[src/rtl/dm_arbiter.sv]
// Two-port round-robin arbiter in front of the single-ported data memory.
// Serialises accesses through an IDLE -> ACCESS -> RESP handshake, one transaction per 3 cycles.
module dm_arbiter #(
  parameter int unsigned AW = 32,
  parameter int unsigned DW = 32
) (
  input  logic          clk,
  input  logic          rst,
  input  logic          m0_req,
  input  logic          m0_we,
  input  logic [AW-1:0] m0_addr,
  input  logic [DW-1:0] m0_wdata,
  output logic          m0_ack,
  output logic [DW-1:0] m0_rdata,
  input  logic          m1_req,
  input  logic          m1_we,
  input  logic [AW-1:0] m1_addr,
  input  logic [DW-1:0] m1_wdata,
  output logic          m1_ack,
  output logic [DW-1:0] m1_rdata,
  output logic          dm_MemR,
  output logic          dm_MemWr,
  output logic [AW-1:0] dm_addr,
  output logic [DW-1:0] dm_data,
  input  logic [DW-1:0] dm_ReadData,
  output logic          busy,
  output logic          grant_id
);

  typedef enum logic [1:0] {StIdle, StAccess, StResp} state_e;

  state_e        state_q, state_d;
  logic          gnt_q, gnt_d;
  logic          last_q, last_d;
  logic [DW-1:0] rdata_q, rdata_d;
  logic [1:0]    ack_q, ack_d;

  logic          sel_we;
  logic [AW-1:0] sel_addr;
  logic [DW-1:0] sel_wdata;

  always_comb begin
    sel_we    = gnt_q ? m1_we    : m0_we;
    sel_addr  = gnt_q ? m1_addr  : m0_addr;
    sel_wdata = gnt_q ? m1_wdata : m0_wdata;
  end

  always_comb begin
    state_d = state_q;
    gnt_d   = gnt_q;
    last_d  = last_q;
    rdata_d = rdata_q;
    ack_d   = ack_q;
    unique case (state_q)
      StIdle: begin
        if (m0_req || m1_req) begin
          // On a tie the port not served last wins.
          gnt_d   = (m0_req && m1_req) ? ~last_q : m1_req;
          state_d = StAccess;
        end
      end
      StAccess: begin
        last_d  = gnt_q;
        ack_d   = gnt_q ? 2'b10 : 2'b01;
        if (!sel_we) rdata_d = dm_ReadData;
        state_d = StResp;
      end
      StResp: begin
        ack_d   = 2'b00;
        state_d = StIdle;
      end
      default: begin
        ack_d   = 2'b00;
        state_d = StIdle;
      end
    endcase
  end

  always_ff @(posedge clk or posedge rst) begin
    if (rst) begin
      state_q <= StIdle;
      gnt_q   <= 1'b0;
      last_q  <= 1'b1;
      rdata_q <= '0;
      ack_q   <= 2'b00;
    end else begin
      state_q <= state_d;
      gnt_q   <= gnt_d;
      last_q  <= last_d;
      rdata_q <= rdata_d;
      ack_q   <= ack_d;
    end
  end

  // DM strobes are decoded from state so reset kills a pending write before the edge.
  always_comb begin
    dm_MemR  = 1'b0;
    dm_MemWr = 1'b0;
    dm_addr  = '0;
    dm_data  = '0;
    if (state_q == StAccess) begin
      dm_MemR  = ~sel_we;
      dm_MemWr = sel_we;
      dm_addr  = sel_addr;
      dm_data  = sel_wdata;
    end
  end

  always_comb begin
    m0_ack   = ack_q[0];
    m1_ack   = ack_q[1];
    m0_rdata = rdata_q;
    m1_rdata = rdata_q;
    busy     = (state_q != StIdle);
    grant_id = gnt_q;
  end

endmodule

[config.mk]
export PLATFORM = sky130hd
export DESIGN_NAME = dm_arbiter
export DESIGN_NICKNAME = d
export VERILOG_FILES = /design/src/rtl/dm_arbiter.sv
export SDC_FILE = /design/constraint.sdc
export NUM_CORES = 1
export LEC_CHECK = 0
export CORE_AREA = 8 8 110 112
export DETAILED_ROUTE_END_ITERATION = 12
export DIE_AREA = 0 0 118 120
export PLACE_DENSITY = 0.82
export SLEW_MARGIN = 20
export SYNTH_ARGS = -nofsm -noshare
export SYNTH_HDL_FRONTEND = slang
export SYNTH_SLANG_ARGS = --single-unit
[constraint.sdc]
create_clock -name clk -period 2.16 [get_ports clk]
set_input_delay 0.432 -clock clk [delete_from_list [all_inputs] [get_ports clk]]
set_output_delay 0.432 -clock clk [all_outputs]
set_load 0.01 [all_outputs]
# After elaboration in Yosys (flattened, before gate mapping)
# Index checks and enable logic that the tools add are counted.
[totals] regBits=38 in_bits=166
[op_classes] n_eq_ne=2 mux=12 n_bitwise=2 n_reduce_logical=6
[op_table] operator="$mux W32" n=4
[op_table] operator="$pmux W2 S2" n=2
[op_table] operator="$mux W1" n=4
[op_table] operator="$mux W2" n=2
[op_table] operator="$reduce_and A2 Y1" n=2
[op_table] operator="$eq A2 B1 Y1 const B" n=1
[op_table] operator="$logic_not A2 Y1" n=1
[op_table] operator="$ne A2 B2 Y1 const B" n=1
[op_table] operator="$not A1 Y1" n=2
[op_table] operator="$reduce_bool A2 Y1" n=1
[op_table] operator="$logic_and A1 B1 Y1" n=1
[op_table] operator="$logic_or A1 B1 Y1" n=1

# Longest topological paths before layout
[depth] ltp_word=3 mapped_depth=5 ltp_nobuf=4

# Least setup slack after synthesis
# OpenSTA, ideal clock, no wires.
[synth_path] kind="reg2out" startpoint="reg gnt_q (netlist: grant_id)" endpoint="out dm_addr[16]" arrival_time_ps=1261 required_ps=1728 setup_slack_ps=467 stages_incl_launch_ff=6 path_cell_list="dfrtp_1 -> buf_2 -> buf_4 -> buf_2 -> mux2i_1 -> nor2_1"
[synth_via] elab_chain_len=2
[synth_rtl] element="start, declared" line="33" text="logic gnt_q, gnt_d;"
[synth_rtl] element="start signal, assigned" line="88" text="gnt_q <= gnt_d;"
[synth_rtl] element="$mux W32" line="44" text="sel_addr = gnt_q ? m1_addr : m0_addr;"
[synth_rtl] element="$mux W32" line="101" text="if (state_q == StAccess) begin"
[synth_rtl] element="end, declared" line="23" text="output logic [AW-1:0] dm_addr,"
# No other way between the ends.

# Worst setup path after layout
[layout_path] startpoint="reg gnt_q (netlist: grant_id)" endpoint="out dm_addr[22]"
# Same word-level chain as after synthesis.

==> metrics.yaml <==
place_ws_ns: -0.0468
cp_top_family: "buffers and inverters"
yosysUniqueCellTypes: 19
ys_seq_area_frac: 0.343
htree_levels: 2
cp-start-kind: "register"
cp-end-kind: "output pin"
critPathKind: "register to output pin"
dr.pass1.iters: 4
max-clock-path-buffers: 2
finalPower_mw: 7.22
synth_cells: 269
ios: 300
cts_tree: "built"
post-route-worst-setup-slack_ns: 0.0719
core_area_sq_mm: 0.0105
grt_usage: 0.174
power.static_leakage_nw: 2.85
place_area_sq_mm: 0.00571
drtIter0Drc: 124
cp_slowest_cell: "dfrtp_4"
finalCriticalPeriod_ns: 2.09
cts_buffers: 5
design_area_sq_mm: 0.00582
synth_area_sq_mm: 0.00278
cts_sinks: 38
ys_ff_latch: 38
nets: 703
crit_chain: "buf_4 -> buf_4 -> mux2i_1 -> nor2_1 -> clkdlybuf4s15_1"
antenna_found_initial: 0
max_freq_ghz: 0.479
cpPeakStageDelay_ns: 0.54
clock_latency_ns: 0.29
slew_viol_final: 0
grt_pass1_wl_um: 19400
hold_start: "last_q"
startpoint: "grant_id"
dr_total_vias: 2897
slew_headroom: 0.621
crit-reg2reg-launch: "grant_id"
max-vdd-ir-drop_mv: 0.695
cp_max_fo: 5
place.gp.congestion: 0.912
worstPathArrival_ns: 1.66
worst_pin_slew_ns: 0.569
min_path_type: "register to register"
finClkSkew_ns: 0.00562
drcViolationCount: 0
drive_gt1_frac: 0.113
maxCapViolCount: 0
critical_path_required_ns: 1.73
min_period_over_period: 0.967
grt_pass1_vias: 3095
rsz0062_at_grt: "true"
power_density_mw_per_mm2: 1240
die_area_sq_mm: 0.0142
fin_cells: 678
grt_max_degree: 39
hold_slack_ns: 0.467
ant_nets: 0
avgSynthCellArea_sq_um: 10.3
ys_warn_count: 0
wirelength_um: 13000
setup_violations: 0
fin_tns_setup_ns: 0
hpwl_um: 10800
die_y_um: 120
grt_overflow: 0
n_antenna_cell: 0
cp.buffers_inverters: 3
initial_utilization: 0.264
die_x_um: 118
final_hold_viol_count: 0
cpMostUsedCell: "buf_4"
clkTransAtPathRegs_ns: 0.08
fillerInstances: 940
finish.utilization: 0.554
viasPerCell: 4.27
area_growth_pct: 110
synth_nets: 435
place_inst: 667
num_rows: 38
drt-wirelength-per-cell_um: 19.2
clk_root_buffer_cell: "clkbuf_8"
status: "finished, final reports clean"
portBuffers: 299
-- routing by layer --
metal | track usage | vias up | part of all wire
met1 | 0.185 | 1349 | 0.37
li1 | - | 1395 | -
met3 | 0.0587 | 8 | 0.079
met4 | 0.0376 | 0 | 0.0088
met2 | 0.325 | 145 | 0.54
met5 | 0 | - | 0
-- synth_stat cells --
master,number,area [sq um]
a211oi_1,1,7.51
a21oi_1,1,5.00
a31oi_1,1,6.26
buf_2,10,50.1
buf_4,34,255
buf_6,3,33.8
clkbuf_1,3,11.3
dfrtp_1,37,926
dfstp_2,1,26.3
inv_1,3,11.3
inv_2,1,3.75
mux2_2,3,33.8
mux2_4,29,435
mux2i_1,65,651
mux2i_4,1,22.5
nand2_1,3,11.3
nand2_4,1,11.3
nand2b_1,2,12.5
nor2_1,70,263
-- where the power goes --
part           internal (mW)  switching, mW
registers               1.09          0.328
logic                   2.98           2.10
clock network          0.463          0.257
total                   4.54           2.68
-- registers in the layout, summed over array words and instances (netlist names) --
| name | count |
|---|---|
| last_q | 1 |
| ack_q | 2 |
| state_q | 2 |
| m0_rdata | 32 |
| grant_id | 1 |
-- cell type report --
class	count	area (sq um)	area share
Clock inverter	3	68.8	0.0118
Inverter	4	15.0	0.00258
Timing Repair Buffer	311	3070	0.527
Clock buffer	5	68.8	0.0118
Tap cell	140	175	0.0301
Sequential cell	38	956	0.164
Multi-Input combinational cell	177	1470	0.252
-- path summary, 6_finish.rpt --
path	end	slack (ns)	cells past startpoint
max	dm_addr[22]	0.07	5
min	last_q	0.47	2
max reg2reg	m0_rdata[22]	0.18	5
min reg2reg	last_q	0.47	2
max in group asynchronous	grant_id	1.25	3
min in group asynchronous	m0_rdata[15]	0.55	3
-- kinds of logic after synthesis --
| group | count (synthesis) | synth area share |
|---|---|---|
| muxes | 98 | 0.411 |
| and+or+nand+nor | 76 | 0.107 |
| buffers and inverters | 54 | 0.132 |
| DFF | 38 | 0.343 |
| AOI/OAI and AO/OA | 3 | 0.00676 |
-- cell usage in the layout (no fill, tap or decap), types with 2 or more instances in the layout --
master           instances
buf_12                   3
buf_4                    7
bufinv_16                2
clkbuf_2                 2
clkbuf_8                 5
clkdlybuf4s15_1          9
clkdlybuf4s50_1        233
dfrtp_1                 36
dlygate4sd2_1           55
inv_1                    3
mux2_2                   3
mux2_4                  29
mux2i_1                 65
nand2_1                  3
nor2_1                  69
-- worst register-to-register path, stage by stage (launching register included) --
cell and delay (ns):
dfrtp_4 0.54, buf_4 0.17, mux2i_4 0.19, nand2_4 0.07
buf_4 0.46, mux2_2 0.43
-- what timing repair did --
action                                 4_1_cts  5_1_grt
setup buffers                                2        0
cloned                                       1        0
resized for setup                           68       14
endpoints found under the hold margin        0        0
setup endpoints to repair                   66       13
hold buffers                                 0        0
Power figures use the tool's default switching activity.
